File: config.mk
export PLATFORM = sky130hd
export DESIGN_NAME = w_expand_stage
export DESIGN_NICKNAME = d
export VERILOG_FILES = /design/src/rtl/w_expand_stage.sv
export SDC_FILE = /design/constraint.sdc
export NUM_CORES = 1
export LEC_CHECK = 0
export CAP_MARGIN = 10
export CORE_AREA = 2 2 403 405
export CTS_CLUSTER_DIAMETER = 100
export CTS_CLUSTER_SIZE = 8
export DETAILED_ROUTE_END_ITERATION = 12
export DIE_AREA = 0 0 405 407
export GPL_TIMING_DRIVEN = 1
export PLACE_DENSITY = 0.46
export SETUP_SLACK_MARGIN = 0.15
export SYNTH_ARGS = -nofsm -noshare
export SYNTH_HDL_FRONTEND = slang
export SYNTH_SLANG_ARGS = --single-unit
export TNS_END_PERCENT = 100
File: constraint.sdc
create_clock -name clk -period 49 [get_ports clk]
set_clock_uncertainty 0.1 [all_clocks]
set_input_delay 9.8 -clock clk [delete_from_list [all_inputs] [get_ports clk]]
set_output_delay 9.8 -clock clk [all_outputs]
set_load 0.005 [all_outputs]
File: src/rtl/w_expand_stage.sv
// SHA-2 message-schedule expansion stage: extends a 16-word window by
// WORDS_PER_STAGE words (LANES per clock) and returns the newest 16 words.
module w_expand_stage #(
  parameter int WORD_S          = 32,
  parameter int WORDS_PER_STAGE = 16,
  parameter int LANES           = 1
) (
  input  logic                  clk,
  input  logic                  reset,
  input  logic                  in_valid,
  output logic                  in_ready,
  input  logic [16*WORD_S-1:0]  win,
  output logic                  out_valid,
  input  logic                  out_ready,
  output logic [16*WORD_S-1:0]  wout,
  output logic                  busy
);

  generate
    if (!((WORD_S == 32 || WORD_S == 64) &&
          WORDS_PER_STAGE >= 1 && WORDS_PER_STAGE <= 48 &&
          (LANES == 1 || LANES == 2) &&
          (WORDS_PER_STAGE % LANES) == 0)) begin : g_bad_params
      $error("w_expand_stage: illegal parameter combination");
    end
  endgenerate

  typedef enum logic [1:0] {
    IDLE = 2'd0,
    CALC = 2'd1,
    HOLD = 2'd2
  } state_t;

  localparam logic [5:0] CNT_LAST = 6'(WORDS_PER_STAGE - LANES);
  localparam logic [5:0] CNT_STEP = 6'(LANES);

  state_t            state_q, state_d;
  logic [5:0]        cnt_q;
  logic [WORD_S-1:0] w_q [16];
  logic [WORD_S-1:0] nw0, nw1;
  logic              accept, step, last;

  function automatic logic [WORD_S-1:0] rotr(input logic [WORD_S-1:0] x,
                                             input int unsigned n);
    return (x >> n) | (x << (WORD_S - n));
  endfunction

  function automatic logic [WORD_S-1:0] sig0(input logic [WORD_S-1:0] x);
    if (WORD_S == 32) return rotr(x, 7) ^ rotr(x, 18) ^ (x >> 3);
    else              return rotr(x, 1) ^ rotr(x, 8)  ^ (x >> 7);
  endfunction

  function automatic logic [WORD_S-1:0] sig1(input logic [WORD_S-1:0] x);
    if (WORD_S == 32) return rotr(x, 17) ^ rotr(x, 19) ^ (x >> 10);
    else              return rotr(x, 19) ^ rotr(x, 61) ^ (x >> 6);
  endfunction

  // w_q is a sliding window: w_q[0] is E[j-16] for the next word E[j].
  // The second lane's word E[j+1] depends only on words already in the window.
  always_comb begin
    nw0 = sig1(w_q[14]) + w_q[9]  + sig0(w_q[1]) + w_q[0];
    nw1 = sig1(w_q[15]) + w_q[10] + sig0(w_q[2]) + w_q[1];
  end

  always_comb begin
    state_d   = state_q;
    in_ready  = 1'b0;
    out_valid = 1'b0;
    busy      = 1'b0;
    accept    = 1'b0;
    step      = 1'b0;
    last      = (cnt_q == CNT_LAST);
    if (!reset) begin
      case (state_q)
        IDLE: begin
          in_ready = 1'b1;
          if (in_valid) begin
            accept  = 1'b1;
            state_d = CALC;
          end
        end
        CALC: begin
          busy = 1'b1;
          step = 1'b1;
          if (last) state_d = HOLD;
        end
        HOLD: begin
          busy      = 1'b1;
          out_valid = 1'b1;
          in_ready  = out_ready;
          if (out_ready) begin
            if (in_valid) begin
              accept  = 1'b1;
              state_d = CALC;
            end else begin
              state_d = IDLE;
            end
          end
        end
        default: state_d = IDLE;
      endcase
    end
  end

  always_ff @(posedge clk) begin
    if (reset) begin
      state_q <= IDLE;
      cnt_q   <= '0;
    end else begin
      state_q <= state_d;
      if (accept)            cnt_q <= '0;
      else if (step && !last) cnt_q <= cnt_q + CNT_STEP;
    end
  end

  always_ff @(posedge clk) begin
    if (accept) begin
      for (int unsigned i = 0; i < 16; i++) w_q[i] <= win[i*WORD_S +: WORD_S];
    end else if (step) begin
      if (LANES == 1) begin
        for (int unsigned i = 0; i < 15; i++) w_q[i] <= w_q[i+1];
        w_q[15] <= nw0;
      end else begin
        for (int unsigned i = 0; i < 14; i++) w_q[i] <= w_q[i+2];
        w_q[14] <= nw0;
        w_q[15] <= nw1;
      end
    end
  end

  always_comb begin
    wout = '0;
    for (int unsigned i = 0; i < 16; i++) wout[i*WORD_S +: WORD_S] = w_q[i];
  end

endmodule

==> results.md <==
## STA
* tightest slew margin relative to the limit: 21.73%
* Fin. Hold Viols: 0
* Final period util: 43.35%
* Min Clock Period, post-route: 21.24 ns
* Fmax: 47.07 MHz
* final number of setup-violating endpoints: 0
* tightest hold margin: 0.3923 ns
* worst setup slack after layout: 27.76 ns
* post-route setup TNS: 0 ns
* setup repair after global routing missed its margin: no
* measured slew at the worst slew-check pin: 1.174 ns
* fin. max-slew vios: 0

## CTS
* maximum count of clock buffers along a single path: 3
* clock transition time at the flip-flop clock pins of the worst setup and hold paths: 0.05 ns
* source-to-sink clock delay at the later pin of the worst-skew pair: 0.66 ns
* H-Tree Depth: 3
* sink count of the clock tree: 520
* CTS-repair resized insts: 0
* TritonCTS clock tree: done
* CTS Hold Bufs: 0
* Num CTS Buffers: 80
* buffer cell driving the clock tree root: clkbuf_16
* Post-CTS Setup Inserts: 0

## Routing
* DRC: 0
* post-detailed-route count of antenna-violating nets: 0
* DR vias/cell: 3.759
* final wirelength: 144.1 mm
* average detailed-routed wire length per instance: 27.29 um
* via count: 19850
* drt first pass iters: 4
* violation count after the first detailed-routing iteration: 1214

## Worst setup path
* arrival time at the worst endpoint: 11.34 ns
* worst r2r path cells: 15
* highest fanout seen on the critical path: 9
* class of the most critical setup path: input pin to output pin
* kind of start point of the critical path: input pin
* Worst EP required: 39.10 ns
* kind of capture point of the worst setup path: output pin
* setup slack, reg-to-reg: 43.70 ns

## Logic synthesis
* Synth Warn #: 0
* count leader, synth: nand2_1
* top area cells in the synthesized netlist: edfxtp_1 (59%), mux2_2 (14%), nand2_1 (7.4%), fa_1 (4.7%), xnor2_1 (3.8%)
* gate count after technology mapping: 2039
* top cells by instance count after synthesis: nand2_1 (519), edfxtp_1 (512), mux2_2 (320), inv_1 (146), xnor2_1 (115)
* proportion of netlist area held by the largest area contributor: 58.57%
* Synth area leader: edfxtp_1
* summed instance area of the synthesized netlist: 26250 um2
* most common flop cell mapped by yosys: edfxtp_1
* register area share after synthesis: 59.18%
* Mapped Avg Cell Area: 12.87 um2
* synthesized flop and latch total: 520
* count of different cell masters after synthesis: 55
* async set-reset flop share out of synthesis: 0%
* number of nets in the synthesized netlist: 2654
* count of flip-flops with a built-in enable after synthesis: 512

## Power and ir drop
* part of the total power dissipated in sequential elements: 24.3%
* clock network power share: 13.9%
* LEAKAGE: 0.01517 uW
* Internal Pwr Total: 1983 uW
* proportion of power drawn by combinational gates: 61.8%
* Overall Power: 3779 uW
* power density cells: 91.11 nW/um2
* fraction of power spent switching nets: 47.52%
* net switching power of the design: 1796 uW
* peak supply drop: 77.06 uV

## Status
* result of the run: finished, final reports clean

## Floorplanning
* placeable core region: 160200 um2
* die area: 164800 um2
* Die X: 405 um
* Top-Level Pins: 1031
* Die Ht: 407 um
* starting utilization of the core area: 16.39%
* number of rows in the core area: 147

## Layout
* fraction of layout cells with a size suffix above 1: 14.70%
* area added between synthesis and finish: 57.99%
* final design area excluding fillers: 41470 um2
* final net count: 3714

## Job
* maxcap violations: 0

## Placement
* number of input and output port buffers inserted: 1030
* post-placement cell area: 39210 um2
* dpl ws: 27.75 ns
* final weighted congestion in routability-driven placement: 0.8467
* DPL Wire Length: 116.3 mm

## Global routing
* maximum number of pins on one net before global-route repair: 146
* via count of the first global-routing pass: 20370
* antenna violations before repair: 37
* GR Overflow Total: 0
* first-pass GRT wire length: 184.5 mm
* GR Util All Layers: 16.79%

## Hold path
* class of the most critical hold timing path: flop to flop
* Min-Delay Path Depth: 2

[area by class of cell]
class | count | area (um2)
Inverter | 146 | 548.0
Timing Repair Buffer | 1059 | 10570
Multi-Input combinational cell | 1292 | 9858
Clock inverter | 17 | 222.7
Clock buffer | 82 | 2031
Antenna cell | 5 | 12.51
Tap cell | 2160 | 2703
Fill cell | 16830 | 118700
Sequential cell | 520 | 15530
[cell families (layout without fill, tap and decap cells)]
kind of cell / Yosys count / in the layout / share of synthesized area (%)
AO/OA/AOI/OAI: 120 / 120 / 3.174
AND/OR/NAND/NOR: 605 / 605 / 9.094
buffers and inverters: 227 / 1304 / 3.389
adder cells (fa/ha/maj): 99 / 99 / 6.492
other: 0 / 5 / 0
flip-flops: 520 / 520 / 59.18
XOR/XNOR: 146 / 146 / 4.871
multiplexers: 322 / 322 / 13.80
[state kept, by name, indices dropped and copies added, names as in the netlist]
register  flops
w_q         512
state_q       2
cnt_q         6
[power by group through the flow]
stage,Combinational [uW],Clock [uW],Sequential [uW]
detailed placement,2360,0,938
global placement,2350,0,939
floorplan,1280,0,1080
CTS,2390,545,932
finish,2330,524,920
global route,2580,559,940
[metal layers]
layer | vias up | track usage [%] | share of wire (%)
met3 | 152 | 4.846 | 6.7
li1 | 9161 | - | -
met2 | 679 | 28.22 | 49
met4 | 18 | 3.411 | 1.8
met5 | - | 0 | 0.079
met1 | 9841 | 21.32 | 43
[critical path, cell delays in order]
cell and delay, ns:
clkdlybuf4s50_1 0.64, nor2_1 0.35, clkdlybuf4s50_1 0.56
[cells in the final DEF (no fill, tap or decap), types with 26 or more instances in the layout]
master / instances
clkbuf_16: 81
buf_4: 26
a21oi_1: 37
clkdlybuf4s50_1: 1030
mux2_2: 320
xor2_1: 31
inv_1: 146
edfxtp_1: 512
xnor2_1: 115
ha_1: 37
fa_1: 62
nor2_1: 40
nand2_1: 518
[worst paths after layout]
check | to | from
min reg2reg | cnt_q[5]$_SDFFE_PP0P_ | cnt_q[5]$_SDFFE_PP0P_
min | cnt_q[5]$_SDFFE_PP0P_ | cnt_q[5]$_SDFFE_PP0P_
max | in_ready | reset
max reg2reg | w_q[7][55]$_DFFE_PP_ | w_q[0][38]$_DFFE_PP_
[per-stage QoR]
stage,utilization (%),cells
global placement,24.47,5177
global route,25.88,5276
CTS,25.88,5276
detailed placement,24.47,5177
floorplan,-,2039
finish,25.89,5281
Note: power is estimated with default switching activity, not from simulation.
